==> src/rtl/uart_pkg.sv <==
// Definitions shared by the SoC UART receiver and transmitter: frame
// geometry and the receive state encoding.
package uart_pkg;

    localparam int OVERSAMPLE = 16;
    localparam int MID_SAMPLE = 7;
    localparam int DATA_BITS  = 8;

    typedef enum logic [1:0] {
        ST_IDLE  = 2'd0,
        ST_START = 2'd1,
        ST_DATA  = 2'd2,
        ST_STOP  = 2'd3
    } uart_state_t;

endpackage

==> src/rtl/uart_rx_fifo.sv <==
// Small first-word-fall-through byte FIFO. The head entry is always visible
// on head_data while the FIFO is non-empty. A push into a full FIFO is
// accepted only when a pop frees a slot in the same cycle; otherwise it is
// silently ignored and the caller reports the loss.
module uart_rx_fifo #(
    parameter int DEPTH = 4
) (
    input  logic       clk,
    input  logic       reset_n,
    input  logic       push,
    input  logic [7:0] push_data,
    input  logic       pop,
    output logic [7:0] head_data,
    output logic       full,
    output logic       empty
);

    localparam int AW = (DEPTH > 1) ? $clog2(DEPTH) : 1;

    // One extra pointer bit separates the full and empty cases.
    logic [AW:0] wr_ptr_reg;
    logic [AW:0] rd_ptr_reg;
    logic [7:0]  entry_q [DEPTH];
    logic        pop_en;
    logic        wr_en;

    assign empty  = (wr_ptr_reg == rd_ptr_reg);
    assign full   = (wr_ptr_reg[AW] != rd_ptr_reg[AW]) &&
                    (wr_ptr_reg[AW-1:0] == rd_ptr_reg[AW-1:0]);
    assign pop_en = pop & ~empty;
    assign wr_en  = push & (~full | pop_en);

    assign head_data = entry_q[rd_ptr_reg[AW-1:0]];

    // Pointer advance; wrap comes from natural overflow of the counters.
    always_ff @(posedge clk or negedge reset_n) begin
        if (!reset_n) begin
            wr_ptr_reg <= '0;
            rd_ptr_reg <= '0;
        end else begin
            if (wr_en) begin
                wr_ptr_reg <= wr_ptr_reg + 1'b1;
            end
            if (pop_en) begin
                rd_ptr_reg <= rd_ptr_reg + 1'b1;
            end
        end
    end

    // Storage entries are cleared on reset so the head reads 8'h00 when empty.
    generate
        for (genvar gi = 0; gi < DEPTH; gi++) begin : g_entry
            logic [7:0] entry_reg;

            // Capture a byte when this slot is the write target.
            always_ff @(posedge clk or negedge reset_n) begin
                if (!reset_n) begin
                    entry_reg <= 8'h00;
                end else if (wr_en && (wr_ptr_reg[AW-1:0] == AW'(gi))) begin
                    entry_reg <= push_data;
                end
            end

            assign entry_q[gi] = entry_reg;
        end
    endgenerate

endmodule

==> src/rtl/uart_rx.sv <==
// 8N1 serial receiver, LSB first, sampling the line at 16x baud in the CPU
// clock domain. Good bytes are queued in a FWFT FIFO with a valid/ready
// handshake; bad stop bits and FIFO overflow are reported as single-cycle
// pulses.
module uart_rx
    import uart_pkg::*;
#(
    parameter int BAUD_DIV   = 27,
    parameter int FIFO_DEPTH = 4
) (
    input  logic       i_clk,
    input  logic       i_reset_n,
    input  logic       i_rx,
    output logic [7:0] o_data,
    output logic       o_valid,
    input  logic       i_ready,
    output logic       o_frame_err,
    output logic       o_overrun,
    output logic       o_busy
);

    localparam logic [15:0] DIV_LAST = 16'(BAUD_DIV - 1);
    localparam logic [3:0]  OS_MID   = 4'(MID_SAMPLE);
    localparam logic [3:0]  OS_LAST  = 4'(OVERSAMPLE - 1);
    localparam logic [2:0]  BIT_LAST = 3'(DATA_BITS - 1);

    logic        rx_meta_reg;
    logic        rx_sync_reg;
    logic        rx_prev_reg;
    logic        fall_edge;

    logic [15:0] div_cnt_reg;
    logic        tick;

    uart_state_t state_reg;
    uart_state_t state_next;
    logic [3:0]  os_cnt_reg;
    logic [2:0]  bit_cnt_reg;
    logic [7:0]  shift_reg;

    logic        sample_mid;
    logic        sample_bit;
    logic        start_entry;
    logic        push;
    logic        frame_err_next;
    logic        overrun_next;

    logic        frame_err_reg;
    logic        overrun_reg;

    logic        fifo_full;
    logic        fifo_empty;
    logic        pop;

    assign fall_edge  = rx_prev_reg & ~rx_sync_reg;
    assign tick       = (div_cnt_reg == DIV_LAST);
    assign sample_mid = tick && (os_cnt_reg == OS_MID);
    assign sample_bit = tick && (os_cnt_reg == OS_LAST);

    // Two-flop synchronizer plus one delayed copy for falling-edge detect.
    always_ff @(posedge i_clk or negedge i_reset_n) begin
        if (!i_reset_n) begin
            rx_meta_reg <= 1'b1;
            rx_sync_reg <= 1'b1;
            rx_prev_reg <= 1'b1;
        end else begin
            rx_meta_reg <= i_rx;
            rx_sync_reg <= rx_meta_reg;
            rx_prev_reg <= rx_sync_reg;
        end
    end

    // Next-state logic and the per-frame push / error decisions.
    always_comb begin
        state_next     = state_reg;
        start_entry    = 1'b0;
        push           = 1'b0;
        frame_err_next = 1'b0;
        case (state_reg)
            ST_IDLE: begin
                if (fall_edge) begin
                    state_next  = ST_START;
                    start_entry = 1'b1;
                end
            end
            ST_START: begin
                if (sample_mid) begin
                    // A line back high at mid start bit was only a glitch.
                    state_next = rx_sync_reg ? ST_IDLE : ST_DATA;
                end
            end
            ST_DATA: begin
                if (sample_bit && (bit_cnt_reg == BIT_LAST)) begin
                    state_next = ST_STOP;
                end
            end
            ST_STOP: begin
                if (sample_bit) begin
                    state_next     = ST_IDLE;
                    push           = rx_sync_reg;
                    frame_err_next = ~rx_sync_reg;
                end
            end
            default: begin
                state_next = ST_IDLE;
            end
        endcase
    end

    // FIFO is full and not being drained this cycle: the new byte is lost.
    assign pop          = i_ready & ~fifo_empty;
    assign overrun_next = push & fifo_full & ~pop;

    // State register.
    always_ff @(posedge i_clk or negedge i_reset_n) begin
        if (!i_reset_n) begin
            state_reg <= ST_IDLE;
        end else begin
            state_reg <= state_next;
        end
    end

    // Tick divider, restarted at the detected start edge for bit alignment.
    always_ff @(posedge i_clk or negedge i_reset_n) begin
        if (!i_reset_n) begin
            div_cnt_reg <= 16'd0;
        end else if (start_entry || tick) begin
            div_cnt_reg <= 16'd0;
        end else begin
            div_cnt_reg <= div_cnt_reg + 16'd1;
        end
    end

    // Oversample counter: cleared on every state entry, free-wraps in DATA.
    always_ff @(posedge i_clk or negedge i_reset_n) begin
        if (!i_reset_n) begin
            os_cnt_reg <= 4'd0;
        end else if (state_next != state_reg) begin
            os_cnt_reg <= 4'd0;
        end else if (tick) begin
            os_cnt_reg <= os_cnt_reg + 4'd1;
        end
    end

    // Data bit capture: each sample enters at bit 7 so the LSB ends at bit 0.
    always_ff @(posedge i_clk or negedge i_reset_n) begin
        if (!i_reset_n) begin
            bit_cnt_reg <= 3'd0;
            shift_reg   <= 8'h00;
        end else if ((state_reg == ST_START) && (state_next == ST_DATA)) begin
            bit_cnt_reg <= 3'd0;
        end else if ((state_reg == ST_DATA) && sample_bit) begin
            bit_cnt_reg <= bit_cnt_reg + 3'd1;
            shift_reg   <= {rx_sync_reg, shift_reg[7:1]};
        end
    end

    // Error pulses, registered so they appear the clock after the stop sample.
    always_ff @(posedge i_clk or negedge i_reset_n) begin
        if (!i_reset_n) begin
            frame_err_reg <= 1'b0;
            overrun_reg   <= 1'b0;
        end else begin
            frame_err_reg <= frame_err_next;
            overrun_reg   <= overrun_next;
        end
    end

    uart_rx_fifo #(
        .DEPTH (FIFO_DEPTH)
    ) u_fifo (
        .clk       (i_clk),
        .reset_n   (i_reset_n),
        .push      (push),
        .push_data (shift_reg),
        .pop       (pop),
        .head_data (o_data),
        .full      (fifo_full),
        .empty     (fifo_empty)
    );

    assign o_valid     = ~fifo_empty;
    assign o_frame_err = frame_err_reg;
    assign o_overrun   = overrun_reg;
    assign o_busy      = (state_reg != ST_IDLE);

endmodule

==> config.mk <==
export PLATFORM = sky130hd
export DESIGN_NAME = uart_rx
export DESIGN_NICKNAME = d
export VERILOG_FILES = /design/src/rtl/uart_pkg.sv /design/src/rtl/uart_rx_fifo.sv /design/src/rtl/uart_rx.sv
export SDC_FILE = /design/constraint.sdc
export NUM_CORES = 1
export LEC_CHECK = 0
export CORE_MARGIN = 2
export CORE_UTILIZATION = 30
export CTS_CLUSTER_SIZE = 40
export DETAILED_ROUTE_END_ITERATION = 6
export SLEW_MARGIN = 20
export SYNTH_ARGS = -nofsm -noshare
export SYNTH_HDL_FRONTEND = slang
export SYNTH_SLANG_ARGS = --single-unit
export TNS_END_PERCENT = 10
==> constraint.sdc <==
create_clock -name i_clk -period 2.4 [get_ports i_clk]
set_clock_uncertainty 0.2 [all_clocks]
set_input_delay 0.6 -clock i_clk [delete_from_list [all_inputs] [get_ports i_clk]]
set_output_delay 0.6 -clock i_clk [all_outputs]
set_load 0.01 [all_outputs]
### After elaboration in Yosys (flattened, before gate mapping)

Index checks and enable logic that the tools add are counted.

| cells by class | value |
|---|---|
| $add $sub $neg | 5 |
| multiply operators | 0 |
| divide/modulo/power cells | 0 |
| magnitude comparators | 1 |
| reductions and logical operators | 17 |
| bitwise operators | 13 |
| equality and inequality tests | 15 |
| shift-type cells | 0 |
| mux-type cells | 20 |

Operators with widths:

| operator | count |
|---|---|
| 16-bit by 1-bit adder with 16-bit output (second input constant) | 1 |
| 8-bit binary-select mux with 2-bit select | 1 |
| 16-bit by 5-bit == test with 1-bit output (second input constant) | 1 |
| 16-bit 2-to-1 mux | 1 |
| 8-bit 2-to-1 mux | 2 |
| 2-bit == test (second input constant) | 5 |
| 1-bit logical AND | 10 |
| 2-bit 2-to-1 mux | 5 |
| 3-bit by 1-bit adder with 3-bit output (second input constant) | 3 |
| 4-bit 2-to-1 mux | 2 |
| 2-bit one-hot mux with 4 select lines | 1 |
| 1-bit AND | 6 |
| 1-bit 2-to-1 mux | 6 |
| 3-bit 2-to-1 mux | 2 |
| 2-bit nonzero test | 3 |
| 1-bit inverter | 5 |
| 4-bit by 1-bit adder with 4-bit output (second input constant) | 1 |
| 2-bit by 1-bit == test with 1-bit output (second input constant) | 2 |
| 4-bit by 3-bit == test with 1-bit output (second input constant) | 1 |
| 4-bit == test (second input constant) | 1 |
| 2-bit logical NOT | 2 |
| 3-bit == test | 1 |
| 3-bit == test (second input constant) | 1 |
| 3-bit >= comparator (second input constant) | 1 |
| 7 further kinds | 7 |

| storage, ports and cells | value |
|---|---|
| bits in writable memories | 0 |
| memories | 0 |
| ROM bits | 0 |
| register bits after elaboration | 76 |
| output and inout port bits | 12 |
| bits in latches | 0 |

### Logic depth before layout (Yosys ltp)

Gate-level depths: netlist of the first run.

| depth | value |
|---|---|
| depth after elaboration | 9 |
| depth in mapped cells | 8 |
| mapped depth without buffers | 6 |

### Modules after synthesis

From an unflattened synthesis of the first run, not the netlist that was laid out.

| second synthesis, totals | value |
|---|---|
| cell total of the unflattened synthesis | 282 |
| area, all modules | 3,791.1 um2 |

Modules (own cells, without submodules):

| module | times used | cells each | area each (um2) | seq. area each (um2) |
|---|---|---|---|---|
| uart_rx | 1 | 171 | 1,918.1 | 954.7 |
| uart_rx_fifo | 1 | 111 | 1,873.0 | 950.9 |

### Least setup slack after synthesis of the first run

Ideal clock, no wire load.

| timing | value |
|---|---|
| path type | register to register |
| start | register div_cnt_reg[2] |
| end | register shift_reg[0] |
| data required time | 2.075 ns |
| clock period less this slack | 2.277 ns |
| arrival time | 1.952 ns |
| stages on the path, launching flop included | 7 |
| buffers on the path | 2 |
| slack | 0.123 ns |
| library setup time | 0.125 ns |
| cell sequence | dfrtp_1 -> nor4_2 -> nand4_4 -> buf_2 -> nor3_2 -> buf_4 -> mux2_2 |

| on the way | value |
|---|---|
| cells in the longest elaborated chain, start to end | 9 |
| elaborated cells on any way between the ends | 13 |

RTL lines:

| element | RTL line | RTL |
|---|---|---|
| start, declared | uart_rx.sv:32 | `logic [15:0] div_cnt_reg;` |
| start signal, assigned | uart_rx.sv:130 | `div_cnt_reg <= div_cnt_reg + 16'd1;` |
| 16-bit by 5-bit == test with 1-bit output * | uart_rx.sv:56 | `assign tick = (div_cnt_reg == DIV_LAST);` |
| 1-bit logical AND | uart_rx.sv:58 | `assign sample_bit = tick && (os_cnt_reg == OS_LAST);` |
| 1-bit logical AND | uart_rx.sv:93 | `if (sample_bit && (bit_cnt_reg == BIT_LAST)) begin` |
| 2-bit 2-to-1 mux | uart_rx.sv:93 |  |
| 2-bit one-hot mux with 4 select lines | uart_rx.sv:79 | `case (state_reg)` |
| 2-bit == test | uart_rx.sv:150 | `end else if ((state_reg == ST_START) && (state_next == ST_DATA)) begin` |
| 1-bit logical AND | uart_rx.sv:150 |  |
| 1-bit inverter (no source line) | - |  |
| 2-bit AND reduction (no source line) * | - |  |
| end signal, assigned | uart_rx.sv:154 | `shift_reg <= {rx_sync_reg, shift_reg[7:1]};` |
| end, declared | uart_rx.sv:39 | `logic [7:0] shift_reg;` |

Every way passes the cells marked *; elsewhere a longest branch is shown, timed or not.
A chain may end at the register's enable or synchronous reset.

### Worst setup path after layout of the first run

| timing | value |
|---|---|
| start | register u_fifo.rd_ptr_reg[0] |
| end | output o_data[5] |

| on the way | value |
|---|---|
| cells in the longest elaborated chain, start to end | 4 |

RTL lines:

| element | RTL line | RTL |
|---|---|---|
| start, declared | uart_rx_fifo.sv:22 | `logic [AW:0] rd_ptr_reg;` |
| start signal, assigned | uart_rx_fifo.sv:45 | `rd_ptr_reg <= rd_ptr_reg + 1'b1;` |
| 2-bit inverter with 3-bit output (not written as such) | uart_rx_fifo.sv:33 | `assign head_data = entry_q[rd_ptr_reg[AW-1:0]];` |
| 8-bit binary-select mux with 2-bit select | uart_rx_fifo.sv:33 |  |
| 8-bit 2-to-1 mux (not written as such) (2 in series) | uart_rx_fifo.sv:33 |  |
| end, declared | uart_rx.sv:14 | `output logic [7:0] o_data,` |

No other way between the ends. The select of a mux whose other input is x is not followed.

==> impl_results.md, run 1 <==
- Status: completed
- Crit-path slowest cell: mux4_2
- Ys async rst share: 100%
- Antenna violations before repair: 0
- Worst Path Class, Setup: reg -> out
- RSZ-0062 raised after global routing: true
- Post-Synth XOR/XNOR Area: 4.79%
- Leading area contributor after synthesis: dfrtp_1
- CP max FO: 6
- Required time worst endpoint: 1.60 ns
- Critical Path End Type: output port
- Register area share after synthesis: 52.1%
- Synthesized-area fraction occupied by and/or/nand/nor cells: 16.2%
- Clock transition at path regs: 0.06 ns
- Synth Instances: 285
- Top delay family on crit path: multiplexers
- Crit-path cells: buf_12 -> mux4_2 -> buf_6
- CP peak stage delay: 0.54 ns
- Post-Route WL: 7050 um
- Total leakage power: 1.97 nW
- # setup viols final: 0
- Max cap viols: 0
- Clock sink total: 76
- Initial Util: 30.6%
- FP Rows: 40
- Largest net degree at the start of global routing: 55
- WHS: 0.156 ns
- Via count: 2286
- Ant. Diodes: 0
- CTS tree: done
- Grt ovf: 0
- Clk Tree Root Cell: clkbuf_16
- Final min period: 2.38 ns
- Max FFs per register: 32
- Post-synthesis cell area: 3660 sq um
- Ys flop type: dfrtp_1
- Die height: 114 um
- Hold Crit Class: reg -> reg
- Final hold violation count: 0
- Routed WL per cell: 14.8 um
- Starting DRT DRC Count: 140
- EDFF count, synth: 0
- Slew @ Worst Pin: 0.509 ns
- Avg Inst Size Synth: 12.8 sq um
- Finished Cell Area: 4470 sq um
- Placed cells: 458
- Layout cells sized above 1: 37.0%
- Worst VDD drop: 0.000328 V
- Sequential cell area: 1910 sq um
- Drt drc: 0
- Utilization after layout: 37.4%
- P&R area growth vs syn: 22.2%
- Vias in the first global route: 2379
- # fillers: 1131
- Multiplexer share of the synthesized area: 18.2%
- Power Dens Cells: 760 nW/um^2
- IO buf count: 15
- GP Congestion: 0.807
- Worst path arrival time: 1.58 ns
- Die area: 13100 sq um
- Yosys Warn Count: 0
- Post-placement cell area: 4140 sq um
- F_max: 421 MHz
- Max Root-Sink Buffers: 2
- Area of the multi-input gates: 1680 sq um
- Post-Synth Adder-Cell Area: 3.42%
- Net Count, Synth: 299
- Net count, final: 339
- DP Worst Slack: -0.177 ns
- Vias/cell: 4.79
- Power, Total: 3.40 mW
- Post-synthesis compound-gate area fraction: 2.91%
- Yosys top cell area share: 49.9%
- Setup_tns: 0 ns
- Drt pass-1 iters: 4
- Slew Viols, Final: 0
- Slew Limit Headroom: 66.0%
- HPWL Detailed: 4810 um
- First-pass GRT wire length: 12100 um
- Startpoint Class: flip-flop
- Routed Antenna Nets: 0
- Core area: 12000 sq um
- CTS H-tree lvls: 3
- Yosys reg bits: 76
- IO Pins: 16
- CTS buffer count: 9
- Largest family of logic cells by synthesized area: multiplexers
- CP bufs+invs: 2
- Total Routing Usage GR: 12.0%
- Fin cells: 477
- Top post-synthesis cells by area: dfrtp_1, mux2_2, mux4_2
- Die width: 114 um
- Final Cycle Share: 99.0%
- Clock latency on the worst-skew pair: 0.34 ns
- Fin worst setup slack: 0.0234 ns
- Synth cell types: 42
[cell usage in the layout, fill, tap and decap left out, types with 3 or more instances in the layout]
master	synthesis	routed
buf_6	0	6
dfstp_2	3	3
xnor2_1	16	15
nor4_1	7	7
o21ai_0	5	5
nor3_1	6	5
ha_1	10	10
buf_12	0	3
dfrtp_1	73	70
nor2_1	18	18
buf_4	2	21
nor4_4	5	5
or2_2	3	3
nand3_1	6	6
mux2_2	43	43
or3_1	5	5
buf_2	5	3
nand4_1	5	5
dfrtp_2	0	3
inv_1	8	8
mux4_2	8	8
nand2_1	18	18
clkbuf_16	0	10
a21oi_1	5	5
xor2_1	4	4
nand3b_1	3	3
clkdlybuf4s50_1	0	4
[synthesized netlist by cell type, types with 2 or more instances]
cell type,count
a21oi_1,5
a22o_1,2
and3_1,2
and4_1,2
and4b_1,2
buf_2,5
buf_4,2
clkbuf_1,4
dfrtp_1,73
dfstp_2,3
ha_1,10
inv_1,8
mux2_2,43
mux4_2,8
nand2_1,18
nand3_1,6
nand3b_1,3
nand4_1,5
nor2_1,18
nor3_1,6
nor4_1,7
nor4_4,5
o21ai_0,5
or2_2,3
or3_1,5
xnor2_1,16
xor2_1,4
[routing by layer]
layer	wire [um]	vias to the layer above	share of wire (%)	GRT usage, %
met4	133	0	1.9	4.88
met1	3340	1139	47	15.5
met5	0	-	0	0
li1	-	1115	-	-
met2	3390	22	48	19.0
met3	184	10	2.6	3.34
[repair_timing]
item,CTS,global route
gates resized for setup,36,10
endpoints found under the hold margin,19,0
pin swaps,0,1
hold buffers,1,0
buffers inserted,0,1
endpoints found under the setup margin,10,17
cloned,0,1
[cell type report]
type | instances | area share (%)
repair buffers | 41 | 8.79
clock buffers | 11 | 5.21
clock inverters | 5 | 0.840
well taps | 147 | 4.12
inverters | 8 | 0.672
flip-flops and latches | 76 | 42.7
multi-input cells | 189 | 37.7
[worst register-to-register path: stages, from the launching register on]
cell and delay (ns):
dfrtp_1 0.46, nor4_4 0.37, nand4_4 0.24, nor4_4 0.33, buf_4 0.20, mux2_2 0.34
[where the power goes]
group	internal (mW)	total (mW)	switching, mW
sequential	1.38	1.46	0.0861
combinational	0.362	0.704	0.342
clock	0.703	1.23	0.527
total	2.44	3.40	0.955
[path summary, 6_finish.rpt]
check | from | endpoint | slack (ns) | cells past startpoint
setup / recovery | u_fifo.rd_ptr_reg[0]$_DFFE_PN0P_ | o_data[5] | 0.02 | 3
hold reg to reg | rx_meta_reg$_DFF_PN1_ | rx_sync_reg$_DFF_PN1_ | 0.16 | 0
min in group asynchronous | i_reset_n | u_fifo.rd_ptr_reg[1]$_DFFE_PN0P_ | 0.50 | 2
hold / removal | rx_meta_reg$_DFF_PN1_ | rx_sync_reg$_DFF_PN1_ | 0.16 | 0
setup reg to reg | div_cnt_reg[8]$_DFF_PN0_ | u_fifo.g_entry[1].entry_reg[4]$_DFFE_PN0P_ | 0.14 | 5
max in group asynchronous | i_reset_n | shift_reg[5]$_DFFE_PN0P_ | 0.93 | 3
[cell families (layout without fill, tap and decap cells)]
kind of cell	Yosys count	count (layout)
AO/OA/AOI/OAI	17	17
buffers and inverters	20	65
multiplexers	51	51
adder cells (fa/ha/maj)	10	10
XOR/XNOR	20	20
flip-flops	76	76
AND/OR/NAND/NOR	91	91
(Power assumes the default switching activity.)
==> inputs of run 2 (changes only) <==
--- a/config.mk
+++ b/config.mk
@@ -9,6 +9,8 @@
 export CORE_UTILIZATION = 30
 export CTS_CLUSTER_SIZE = 40
 export DETAILED_ROUTE_END_ITERATION = 6
+export RECOVER_POWER = 25
+export SETUP_SLACK_MARGIN = 0.02
 export SLEW_MARGIN = 20
 export SYNTH_ARGS = -nofsm -noshare
 export SYNTH_HDL_FRONTEND = slang
==> run 2 against run 1 <==
- via count is 0.79% higher
- largest cell class unchanged
- largest power group unchanged
- wire length is 1.1% higher
- non-clock buffer count is 2 higher
==> impl_results.md, run 2 (synthesis results as in run 1) <==
- Post-Route WL: 7120 um (was 7050 um)
- Layout cells sized above 1: 38.0% (was 37.0%)
- Worst path depth: 3 (unchanged)
- R2R cell count: 5 (unchanged)
- P&R area growth vs syn: 22.9% (was 22.2%)
- Slew Limit Headroom: 59.5% (was 66.0%)
- Status: completed (unchanged)
- Commonest cells after routing, fill and taps aside: dfrtp_1, mux2_2, buf_4 (unchanged)
- Startpoint Class: flip-flop (unchanged)
- Drt pass-1 iters: 4 (unchanged)
- CP peak stage delay: 0.53 ns (was 0.54 ns)
- Max cap viols: 0 (unchanged)
- Grt ovf: 0 (unchanged)
- GP Congestion: 0.807 (unchanged)
- Slew @ Worst Pin: 0.607 ns (was 0.509 ns)
- # setup viols final: 0 (unchanged)
- CTS H-tree lvls: 3 (unchanged)
- HPWL Detailed: 4810 um (unchanged)
- Max Root-Sink Buffers: 2 (unchanged)
- Total leakage power: 1.97 nW (about the same)
- Die width: 114 um (unchanged)
- Final hold violation count: 0 (unchanged)
- IO buf count: 15 (unchanged)
- Worst setup path endpoint: o_data[5] (unchanged)
- Routed Antenna Nets: 0 (unchanged)
- Max FFs per register: 32 (unchanged)
- Power Dens Cells: 760 nW/um^2 (about the same)
- Setup_tns: 0 ns (unchanged)
- Antenna violations before repair: 0 (unchanged)
- Placed cells: 458 (unchanged)
- Routed WL per cell: 14.9 um (was 14.8 um)
- CTS buffer count: 9 (unchanged)
- First-pass GRT wire length: 12300 um (was 12100 um)
- Vias/cell: 4.81 (was 4.79)
- Clock transition at path regs: 0.06 ns (about the same)
- Via count: 2304 (was 2286)
- Clk Tree Root Cell: clkbuf_16 (unchanged)
- Clock sink total: 76 (unchanged)
- FF-to-FF setup slack: 0.14 ns (about the same)
- Worst reg2reg path startpoint: div_cnt_reg[8]$_DFF_PN0_ (unchanged)
- RSZ-0062 raised after global routing: true (unchanged)
- Top delay family on crit path: multiplexers (unchanged)
- Critical Path End Type: output port (unchanged)
- Crit-path slowest cell: mux4_2 (unchanged)
- Final min period: 2.37 ns (was 2.38 ns)
- Largest net degree at the start of global routing: 55 (unchanged)
- F_max: 422 MHz (was 421 MHz)
- Starting DRT DRC Count: 139 (was 140)
- WHS: 0.156 ns (about the same)
- Worst VDD drop: 0.000329 V (was 0.000328 V)
- Hold Crit Class: reg -> reg (unchanged)
- Required time worst endpoint: 1.60 ns (about the same)
- Worst path arrival time: 1.57 ns (was 1.58 ns)
- Clock latency on the worst-skew pair: 0.34 ns (about the same)
- FP Rows: 40 (unchanged)
- Net count, final: 341 (was 339)
- CTS tree: done (unchanged)
- Ant. Diodes: 0 (unchanged)
- Die area: 13100 sq um (unchanged)
- FF-to-FF End: u_fifo.g_entry[1].entry_reg[4]$_DFFE_PN0P_ (unchanged)
- Crit path launch: u_fifo.rd_ptr_reg[0]$_DFFE_PN0P_ (unchanged)
- Slew Viols, Final: 0 (unchanged)
- Crit-path cells: buf_12 -> mux4_2 -> buf_6 (unchanged)
- Core area: 12000 sq um (unchanged)
- Drt drc: 0 (unchanged)
- Worst Path Class, Setup: reg -> out (unchanged)
- Initial Util: 30.6% (unchanged)
- Final Cycle Share: 98.8% (was 99.0%)
- Vias in the first global route: 2400 (was 2379)
- IO Pins: 16 (unchanged)
- Die height: 114 um (unchanged)
- CP max FO: 5 (was 6)
- Fin cells: 479 (was 477)
- Total Routing Usage GR: 12.2% (was 12.0%)
- Most common cell after layout, fill and taps aside: dfrtp_1 (unchanged)
- CP bufs+invs: 2 (unchanged)
run 2: cell types whose count changed in the layout (fill, tap and decap cells not counted), sizes merged:
cell | previous run | this run
clkdlybuf4s50 | 4 | 3
clkbuf | 12 | 14
buf | 33 | 34
dlygate4sd3 | 1 | 2
dlygate4sd2 | 2 | 1
run 2: what timing repair did:
action	CTS	global route
pin swaps	1	1
cloned	1	0
setup buffers	3	0
hold endpoints to repair	19	0
endpoints found under the setup margin	10	32
hold buffers	1	0
resized for setup	48	9
run 2: per-stage QoR:
stage | util, % | setup slack, ns | power [mW] | instance area [sq um]
6_report | 37.6 | 0.0283 | 3.42 | 4500
5_1_grt | 37.6 | -0.0217 | 3.62 | 4500
4_1_cts | 37.4 | -0.0302 | 3.49 | 4470
3_5_place_dp | 34.6 | -0.177 | 2.15 | 4140
3_3_place_gp | 34.6 | -0.167 | 2.13 | 4140
2_1_floorplan | - | 0.123 | 1.89 | 3660
run 2: report_power, final:
group / total, mW / switching (mW) / internal, mW / leakage (nW)
clock network: 1.24 / 0.532 / 0.703 / 0.126
registers: 1.46 / 0.0863 / 1.38 / 1.02
logic: 0.720 / 0.347 / 0.373 / 0.830
total: 3.42 / 0.965 / 2.45 / 1.97
run 2: layout make-up:
| class | count | area [sq um] |
|---|---|---|
| clock inverter | 5 | 37.5 |
| sequential | 76 | 1910 |
| tap | 147 | 184 |
| timing repair buffer | 43 | 417 |
| multi-input combinational | 189 | 1690 |
| fill | 1139 | 7460 |
| inverter | 8 | 30.0 |
| clock buffer | 11 | 233 |
run 2: worst min-delay path by stage:
| stage | from | endpoint | slack, ns | cells past startpoint |
|---|---|---|---|---|
| 2_1_floorplan | i_reset_n | bit_cnt_reg[0]$_DFFE_PN0P_ | 0.10 | 0 |
| 3_3_place_gp | rx_meta_reg$_DFF_PN1_ | rx_sync_reg$_DFF_PN1_ | 0.15 | 0 |
| 3_5_place_dp | rx_meta_reg$_DFF_PN1_ | rx_sync_reg$_DFF_PN1_ | 0.15 | 0 |
| 4_1_cts | rx_meta_reg$_DFF_PN1_ | rx_sync_reg$_DFF_PN1_ | 0.16 | 0 |
| 5_1_grt | rx_meta_reg$_DFF_PN1_ | rx_sync_reg$_DFF_PN1_ | 0.16 | 0 |
| 6_report | rx_meta_reg$_DFF_PN1_ | rx_sync_reg$_DFF_PN1_ | 0.16 | 0 |
run 2: metal layers:
layer,vias to the layer above,global-route usage (%),part of all wire [%]
met5,-,0,0
met4,0,4.88,1.9
met3,10,3.34,2.5
met2,22,19.1,49
met1,1154,15.9,47
li1,1118,-,-
run 2: worst register-to-register path, stage by stage, from the launching register on:
cell and delay (ns):
dfrtp_1 0.46, nor4_4 0.37, nand4_4 0.24, nor4_4 0.33
buf_4 0.20, mux2_2 0.35
==> inputs of run 3 (changes only) <==
--- a/config.mk
+++ b/config.mk
@@ -5,10 +5,11 @@
 export SDC_FILE = /design/constraint.sdc
 export NUM_CORES = 1
 export LEC_CHECK = 0
-export CORE_MARGIN = 2
+export ABC_CLOCK_PERIOD_IN_PS = 2400
 export CORE_UTILIZATION = 30
 export CTS_CLUSTER_SIZE = 40
 export DETAILED_ROUTE_END_ITERATION = 6
+export HOLD_SLACK_MARGIN = 0.03
 export RECOVER_POWER = 25
 export SETUP_SLACK_MARGIN = 0.02
 export SLEW_MARGIN = 20
==> run 3 against run 2 <==
- die area decreased by 3.5%
- count of clock-buffer cells in the layout decreased by 1
- combinational power up 0.6%
- final area up 0.75%
- register-to-register slack about the same
- via count is 0.87% higher
- maximum frequency up 0.49%
- largest power group unchanged
==> impl_results.md, run 3 (synthesis results as in run 1) <==
- Antenna violations before repair: 0 (unchanged)
- Ant. Diodes: 0 (unchanged)
- Power, Total: 3.53 mW (was 3.42 mW)
- Sw Pwr: 0.976 mW (was 0.965 mW)
- IO Pins: 16 (unchanged)
- Final Cycle Share: 98.3% (was 98.8%)
- CP max FO: 6 (was 5)
- Most common cell after layout, fill and taps aside: dfrtp_1 (unchanged)
- Clock transition at path regs: 0.06 ns (about the same)
- Max FFs per register: 32 (unchanged)
- HPWL Detailed: 5120 um (was 4810 um)
- Drt pass-1 iters: 4 (unchanged)
- Required time worst endpoint: 1.60 ns (about the same)
- Slew Limit Headroom: 43.2% (was 59.5%)
- Clock power share: 37.8% (was 36.1%)
- Worst VDD drop: 0.000392 V (was 0.000329 V)
- Flop pwr share: 41.7% (was 42.8%)
- Total Routing Usage GR: 13.0% (was 12.2%)
- Clk Tree Root Cell: clkbuf_16 (unchanged)
- Final min period: 2.36 ns (was 2.37 ns)
- RSZ-0062 raised after global routing: true (unchanged)
- CTS H-tree lvls: 3 (unchanged)
- FP Rows: 39 (was 40)
- # setup viols final: 0 (unchanged)
- Vias in the first global route: 2539 (was 2400)
- Placed cells: 460 (was 458)
- Routed WL per cell: 15.3 um (was 14.9 um)
- Startpoint Class: flip-flop (unchanged)
- Post-Route WL: 7330 um (was 7120 um)
- Worst Path Class, Setup: reg -> out (unchanged)
- Initial Util: 31.4% (was 30.6%)
- Critical Path End Type: output port (unchanged)
- Via count: 2324 (was 2304)
- Max cap viols: 0 (unchanged)
- Fin cells: 480 (was 479)
- P&R area growth vs syn: 23.9% (was 22.9%)
- Power Dens Cells: 779 nW/um^2 (was 760 nW/um^2)
- Slew @ Worst Pin: 0.851 ns (was 0.607 ns)
- Commonest cells after routing, fill and taps aside: dfrtp_1, mux2_2, buf_4 (unchanged)
- GP Congestion: 0.747 (was 0.807)
- Routed Antenna Nets: 0 (unchanged)
- Starting DRT DRC Count: 123 (was 139)
- First-pass GRT wire length: 12900 um (was 12300 um)
- Grt ovf: 0 (unchanged)
- Status: completed (unchanged)
- Switching portion of total power: 27.7% (was 28.2%)
- Max Root-Sink Buffers: 2 (unchanged)
- CTS tree: done (unchanged)
- Core area: 11700 sq um (was 12000 sq um)
- Clock latency on the worst-skew pair: 0.33 ns (was 0.34 ns)
- Worst path arrival time: 1.56 ns (was 1.57 ns)
- Die height: 112 um (was 114 um)
- Die area: 12600 sq um (was 13100 sq um)
- CTS buffer count: 9 (unchanged)
- F_max: 424 MHz (was 422 MHz)
- Hold Crit Class: reg -> reg (unchanged)
- Final hold violation count: 0 (unchanged)
- Vias/cell: 4.84 (was 4.81)
- Die width: 112 um (was 114 um)
- Net count, final: 346 (was 341)
- Drt drc: 0 (unchanged)
- Pint: 2.55 mW (was 2.45 mW)
- Total leakage power: 2.01 nW (was 1.97 nW)
- IO buf count: 15 (unchanged)
- Layout cells sized above 1: 38.0% (about the same)
- Logic pwr share: 20.5% (was 21.1%)
- Largest net degree at the start of global routing: 34 (was 55)
- Clock sink total: 76 (unchanged)
- Slew Viols, Final: 0 (unchanged)
==> run 3: final timing paths <==
| path | endpoint | cells past startpoint | slack, ns | start |
|---|---|---|---|---|
| hold reg to reg | rx_sync_reg$_DFF_PN1_ | 0 | 0.16 | rx_meta_reg$_DFF_PN1_ |
| min in group asynchronous | u_fifo.rd_ptr_reg[0]$_DFFE_PN0P_ | 2 | 0.73 | i_reset_n |
| setup / recovery | o_data[4] | 3 | 0.04 | u_fifo.rd_ptr_reg[0]$_DFFE_PN0P_ |
| hold / removal | rx_sync_reg$_DFF_PN1_ | 0 | 0.16 | rx_meta_reg$_DFF_PN1_ |
| max in group asynchronous | rx_meta_reg$_DFF_PN1_ | 3 | 0.46 | i_reset_n |
| setup reg to reg | u_fifo.g_entry[0].entry_reg[1]$_DFFE_PN0P_ | 5 | 0.14 | rx_sync_reg$_DFF_PN1_ |
==> run 3: layout make-up <==
cell class | count | area, sq um
clock buffers | 10 | 229
clock inverters | 6 | 65.1
fillers | 1099 | 7130
inverters | 8 | 30.0
multi-input cells | 189 | 1680
flip-flops and latches | 76 | 1910
well taps | 143 | 179
repair buffers | 48 | 435
==> run 3: critical path, cell delays in order (launching register included) <==
cell,delay (ns)
dfrtp_2,0.41
buf_12,0.15
mux4_2,0.53
buf_6,0.14
==> run 3: repair_timing <==
action	in CTS	in global routing
hold buffers	1	0
cloned	0	1
resized for setup	35	13
buffers inserted	0	2
endpoints found under the hold margin	7	0
pin swaps	0	3
endpoints found under the setup margin	10	29
==> run 3: per-stage QoR <==
step	area [sq um]	worst slack, ns	utilization, %	setup TNS [ns]	hold WS, ns
5_1_grt	4530	-0.00650	38.9	-0.00650	0.169
3_5_place_dp	4170	-0.205	35.7	-5.66	0.150
4_1_cts	4440	-0.0623	38.1	-0.0623	0.158
6_report	4530	0.0400	38.9	0	0.162
3_3_place_gp	4170	-0.195	35.7	-5.15	0.151
2_1_floorplan	3660	0.123	-	0	0.104
==> run 3: power by group through the flow <==
| stage | logic, mW | registers, mW | clock network [mW] |
|---|---|---|---|
| after global placement | 0.643 | 1.47 | 0 |
| final | 0.724 | 1.47 | 1.33 |
| after floorplan | 0.422 | 1.47 | 0 |
| after detailed placement | 0.661 | 1.48 | 0 |
| after CTS | 0.657 | 1.46 | 1.35 |
| after global routing | 0.813 | 1.49 | 1.41 |
==> run 3: layer usage <==
layer / share of wire (%) / track usage [%]
met4: 1.7 / 5.33
met3: 1.2 / 1.40
met1: 48 / 17.1
met5: 0 / 0
met2: 49 / 21.8
==> edit 1 (flow settings as in run 3) <==
Encoding of `uart_state_t`: now one-hot (4 bits for 4 states).
--- a/src/rtl/uart_pkg.sv
+++ b/src/rtl/uart_pkg.sv
@@ -7,9 +7,9 @@
     localparam int DATA_BITS  = 8;
 
-    typedef enum logic [1:0] {
-        ST_IDLE  = 2'd0,
-        ST_START = 2'd1,
-        ST_DATA  = 2'd2,
-        ST_STOP  = 2'd3
+    typedef enum logic [3:0] {
+        ST_IDLE  = 4'b0001,
+        ST_START = 4'b0010,
+        ST_DATA  = 4'b0100,
+        ST_STOP  = 4'b1000
     } uart_state_t;
 
Formal check against the unedited RTL: same outputs for any inputs over 10 cycles, from zero or initial values and one cycle with i_reset_n low; not proved beyond that.
==> edit 1 against run 3 <==
- setup slack improved by 0.017 ns
- via count rose by 4.6%
- maximum frequency up 0.72%
- sequential cell count grew 2
- final area is 3.4% higher
- non-clock buffer count shrank 2
- first-iteration DRC count rose by 27%
- power down 3.3%
- area after synthesis rose by 3.5%
- routed wire length shrank 0.50%
- sequential share of layout area shrank 0.25 points
- synthesized cell count up 6.0%
- critical endpoint is now o_data[6]
- largest cell class unchanged
- highest routed layer unchanged
==> edit 1: results (changes against run 3) <==
* Count of inserted antenna diode cells at 0 (unchanged)
* DRT iter0 DRCs at 156 (+27%)
* Flip-flop count of the largest register, all copies and words added at 32 (unchanged)
* Start point of the critical path: u_fifo.rd_ptr_reg[0]
* Sequential cell area fraction in the yosys report at 51.7% (-0.42 points)
* Maximum number of pins on one net before global-route repair at 46 (+35%)
* Number of buffers created by CTS at 9 (unchanged)
* Maximum clock path buffer count at 2 (unchanged)
* Initial DRT Pass Iterations at 4 (unchanged)
* First-pass GRT wire length at 13000 µm (+0.33%)
* Termination of the worst setup path: o_data[6]
* CP max FO at 10 (+4)
* Number of H-tree levels at 3 (unchanged)
* Post-synthesis cell count at 302 (+6.0%)
* Initial antenna violation count at 0 (unchanged)
* Top cells by area in the synthesized netlist: sky130_fd_sc_hd__dfrtp_1, sky130_fd_sc_hd__mux2_2, sky130_fd_sc_hd__mux4_2, sky130_fd_sc_hd__xnor2_1, sky130_fd_sc_hd__ha_1
* Reg2reg path depth at 8 (+3)
* Post-layout instance count excluding filler cells at 519 (+8.1%)
* Share of total power in the clock network at 41.4% (+3.6 points)
* Worst Setup Slack, final at 0.0568 ns (+0.0168 ns)
* Clock network power consumption at 1.41 mW (+6%)
* Worst Tran Pin Value at 0.588 ns (-0.263 ns)
* Total via count in the routed design at 2430 (+4.6%)
* R2r endpoint: u_fifo.g_entry[0].entry_reg[7]
* Switching share of power at 26.7% (-0.98 points)
* Share of post-route cells with drive strength above 1 at 35.6% (-2.4 points)
* Power Combinational at 0.549 mW (-24%)
* Placed Instance Area at 4350 µm² (+4.3%)
* Worst min-delay path class: register to register
* Distinct cells, synth at 46 (+9.5%)
* Worst reg2reg setup slack at 0.13 ns
* Dpl hpwl at 5060 µm (-1.2%)
* Worst R2R Start: div_cnt_reg[0]
* Synth warnings at 0 (unchanged)
* Detailed-route wire length per cell at 14.1 µm (-8.0%)
* Largest stage delay on the critical path at approximately 0.54 ns
* Status: complete, no violations
* Final RePlAce weighted congestion at 0.770 (+3.1%)
* Standard cell with the maximum stage delay on the critical path: sky130_fd_sc_hd__mux4_2
* Arrival time at the worst endpoint at 1.54 ns (-0.02 ns)
* Biggest area consumer among synthesized cells: sky130_fd_sc_hd__dfrtp_1
* Pre-CTS worst setup slack at -0.193 ns (+0.0121 ns)
* Post-CTS clock slew at the launch and capture registers of the worst setup and hold paths at 0.06 ns (about the same)
* Vias in the first global route at 2530 (-0.35%)
* Syn Nets at 316 (+5.7%)
* Final #Nets at 360 (+4.0%)
* Synth top cells by count: sky130_fd_sc_hd__dfrtp_1, sky130_fd_sc_hd__mux2_2, sky130_fd_sc_hd__nor2_1, sky130_fd_sc_hd__nand2_1, sky130_fd_sc_hd__xnor2_1
* Clk Latency, worst-skew pair at 0.33 ns (about the same)
* Kind of end point of the critical path: primary output
* Static leakage at 2.18 nW (+8.2%)
* Global-route total usage across every layer at 12.7% (-0.26 points)
* Worst IR Drop VDD at 0.000357 V (-8.9%)
* Placed Cells at 499 (+8.5%)
* Fillcell total at 1150 (+4.6%)
-- edit 1: changes by cell type after synthesis, sizes merged, moves of 4 or more --
cell / delta
and3: +8
nand3: +7
nor2b: +5
nor3: +4
nor4: -11
or3: -4
xor2: +5
-- edit 1: logic make-up after synthesis --
kind of cell    Yosys count  share of synthesized area (%)
buf+inv                  22                           2.87
flops                    78                           51.7
fa+ha+maj                10                           3.30
mux                      51                           17.5
compound gates           22                           4.03
xor+xnor                 24                           5.55
simple gates             95                           15.1
-- edit 1: cell type report --
cell class	instances	area, µm²	share of cell area [%]
flip-flops and latches	78	1960	41.9
multi-input cells	202	1750	37.4
repair buffers	46	414	8.84
clock buffers	9	225	4.81
well taps	168	210	4.49
clock inverters	7	85.1	1.82
inverters	9	33.8	0.721
-- edit 1: timing repair --
item,in CTS,in global routing
resized for setup,38,9
hold endpoints to repair,19,0
buffers inserted,3,0
endpoints found under the setup margin,22,49
gates cloned,0,0
hold buffers,1,0
-- edit 1: worst min-delay path by stage --
stage | end | slack [ns] | cells after the start
floorplan | bit_cnt_reg[0] | 0.10 | 0
global placement | rx_sync_reg | 0.15 | 0
detailed placement | rx_sync_reg | 0.15 | 0
CTS | rx_sync_reg | 0.16 | 0
global route | rx_sync_reg | 0.17 | 0
finish | rx_sync_reg | 0.16 | 0
-- edit 1: layer usage --
| metal | vias to the layer above | global-route usage (%) | share of wire (%) |
|---|---|---|---|
| met3 | 4 | 2.65 | 1.7 |
| met2 | 16 | 19.6 | 49 |
| met4 | 0 | 4.16 | 0.89 |
| met5 | - | 0 | 0 |
| met1 | 1241 | 17.8 | 48 |
| li1 | 1169 | - | - |
-- edit 1: critical path, delay by kind of cell, from the launching register on --
family                 cells  cell delay [ns]
DFF                        1             0.37
buffers and inverters      2             0.30
muxes                      1             0.54
==> edit 2 (flow settings as in run 3) <==
Made on the original files. `FIFO_DEPTH`: 4 -> 8.
--- a/src/rtl/uart_rx.sv
+++ b/src/rtl/uart_rx.sv
@@ -7,5 +7,5 @@
 #(
     parameter int BAUD_DIV   = 27,
-    parameter int FIFO_DEPTH = 4
+    parameter int FIFO_DEPTH = 8
 ) (
     input  logic       i_clk,
Formal check against the unedited RTL: no difference found for any inputs over 10 cycles, from zero or initial values and one cycle with i_reset_n low; that may be too few to reach the edited logic, so the function may still have changed.
==> edit 2 against run 3 <==
- the run now ends with setup timing left
- combinational power up 89%
- routed wire length rose by 54%
- area after synthesis rose by 48%
- core utilization is 0.93 points higher
- power increased by 39%
- sequential cell count increased by 34
- final area grew 53%
- setup slack lost 0.38 ns
- sequential power up 39%
- via count increased by 43%
- highest routed layer unchanged
==> edit 2: results (changes against run 3) <==
* Status: complete, but fails checks
* Violations in the final reports: setup timing
* Slew HR at 30.4% (-13 points)
* Number of H-tree levels at 3 (unchanged)
* Post CTS Setup Buffer Count at 5 (+5)
* R2r endpoint: u_fifo.g_entry[4].entry_reg[5]
* Initial antenna violation count at 0 (unchanged)
* Vias in the first global route at 3566 (+40%)
* Met2 wire length at 5530 µm (+53%)
* Reg2reg path depth at 10 (+5)
* Routed metal-1 wirelength at 5300 µm (+51%)
* CP max FO at 4 (-2)
* Power Combinational at 1.37 mW (+89%)
* Largest stage delay on the critical path at 0.50 ns (-0.03 ns)
* Clk Latency, worst-skew pair at 0.35 ns (+0.02 ns)
* Flip-flop count of the largest register, all copies and words added at 64 (+100%)
* Final #Nets at 459 (+33%)
* Fraction of the mapped netlist area in compound gates at 6.69% (+3.8 points)
* Top cells by area in the synthesized netlist: sky130_fd_sc_hd__dfrtp_1, sky130_fd_sc_hd__mux2_2, sky130_fd_sc_hd__mux4_2, sky130_fd_sc_hd__a2111oi_4, sky130_fd_sc_hd__ha_1
* DRT iter0 DRCs at 249 (+100%)
* Maximum number of pins on one net before global-route repair at 49 (+44%)
* Sequential cell area fraction in the yosys report at 51.0% (-1.1 points)
* Arrival time at the worst endpoint at 1.94 ns (+0.38 ns)
* Worst IR Drop VDD at 0.000398 V (+1.6%)
* Met2 routing resource usage after global routing at 21.2% (-0.61 points)
* Worst Hold Path Cells at 0 (unchanged)
* Worst reg2reg setup slack at -0.22 ns (-0.36 ns)
* Synth warnings at 0 (unchanged)
* Routed length on met3 at 275 µm (+200%)
* Fillcell total at 1576 (+43%)
* Termination of the worst setup path: o_data[7]
* Seq pwr share at 41.8% (about the same)
* Fraction of met3 tracks used by global routing at 2.01% (+0.61 points)
* Worst Setup Slack, final at -0.336 ns (-0.376 ns)
* Drt via density at 4.93 (+1.8%)
* Detailed-route wire length per cell at 16.8 µm (+9.9%)
* Placed Instance Area at 6260 µm² (+50%)
* Internal power of the cells at 3.43 mW (+34%)
* Standard cell with the maximum stage delay on the critical path: sky130_fd_sc_hd__mux4_2
* Static leakage at 3.02 nW (+50%)
* Global-route total usage across every layer at 13.5% (+0.55 points)
* Final RePlAce weighted congestion at 0.732 (-2.0%)
* First-pass GRT wire length at 19100 µm (+48%)
* Adder-cell share of the synthesized area at 2.78% (-0.64 points)
* Setup violations, final at 74 (+74)
* Syn Nets at 399 (+33%)
* Dpl hpwl at 7240 µm (+41%)
* GR Util met1 at 18.6% (+1.5 points)
* Mux cell area share after synthesis at 24.3% (+6.2 points)
* Xor-xnor portion of the synthesized cell area at 3.89% (-0.90 points)
* Synth top cells by count: sky130_fd_sc_hd__dfrtp_1, sky130_fd_sc_hd__mux2_2, sky130_fd_sc_hd__nor2_1, sky130_fd_sc_hd__nand3_1, sky130_fd_sc_hd__mux4_2
* Post-cts repair resize count at 107 (+210%)
* Share of post-route cells with drive strength above 1 at 44.0% (+6.0 points)
[edit 2: metrics by stage]
step / TNS (ns) / std cells / total power [mW] / setup slack [ns] / hold slack [ns]
finish: -13.55 / 673 / 4.90 / -0.336 / 0.165
global route: -19.08 / 673 / 5.14 / -0.396 / 0.171
CTS: -8.19 / 671 / 4.95 / -0.387 / 0.0344
detailed placement: -15.74 / 649 / 3.23 / -0.252 / 0.149
global placement: -14.86 / 649 / 3.19 / -0.235 / 0.147
floorplan: 0 / 383 / 2.79 / 0.0227 / 0.104
[edit 2: cell type report]
cell class,count,area (µm²),share of cell area (%)
multi-input cells,250,2800,40.3
repair buffers,64,782,11.2
inverters,8,30.0,0.432
well taps,225,282,4.05
clock inverters,6,61.3,0.882
flip-flops and latches,110,2760,39.7
clock buffers,10,239,3.44
[edit 2: critical path, delay by kind of cell, from the launching register on]
kind	cells	cell delay, ns
flip-flops	1	0.42
multiplexers	2	0.80
buffers and inverters	3	0.36
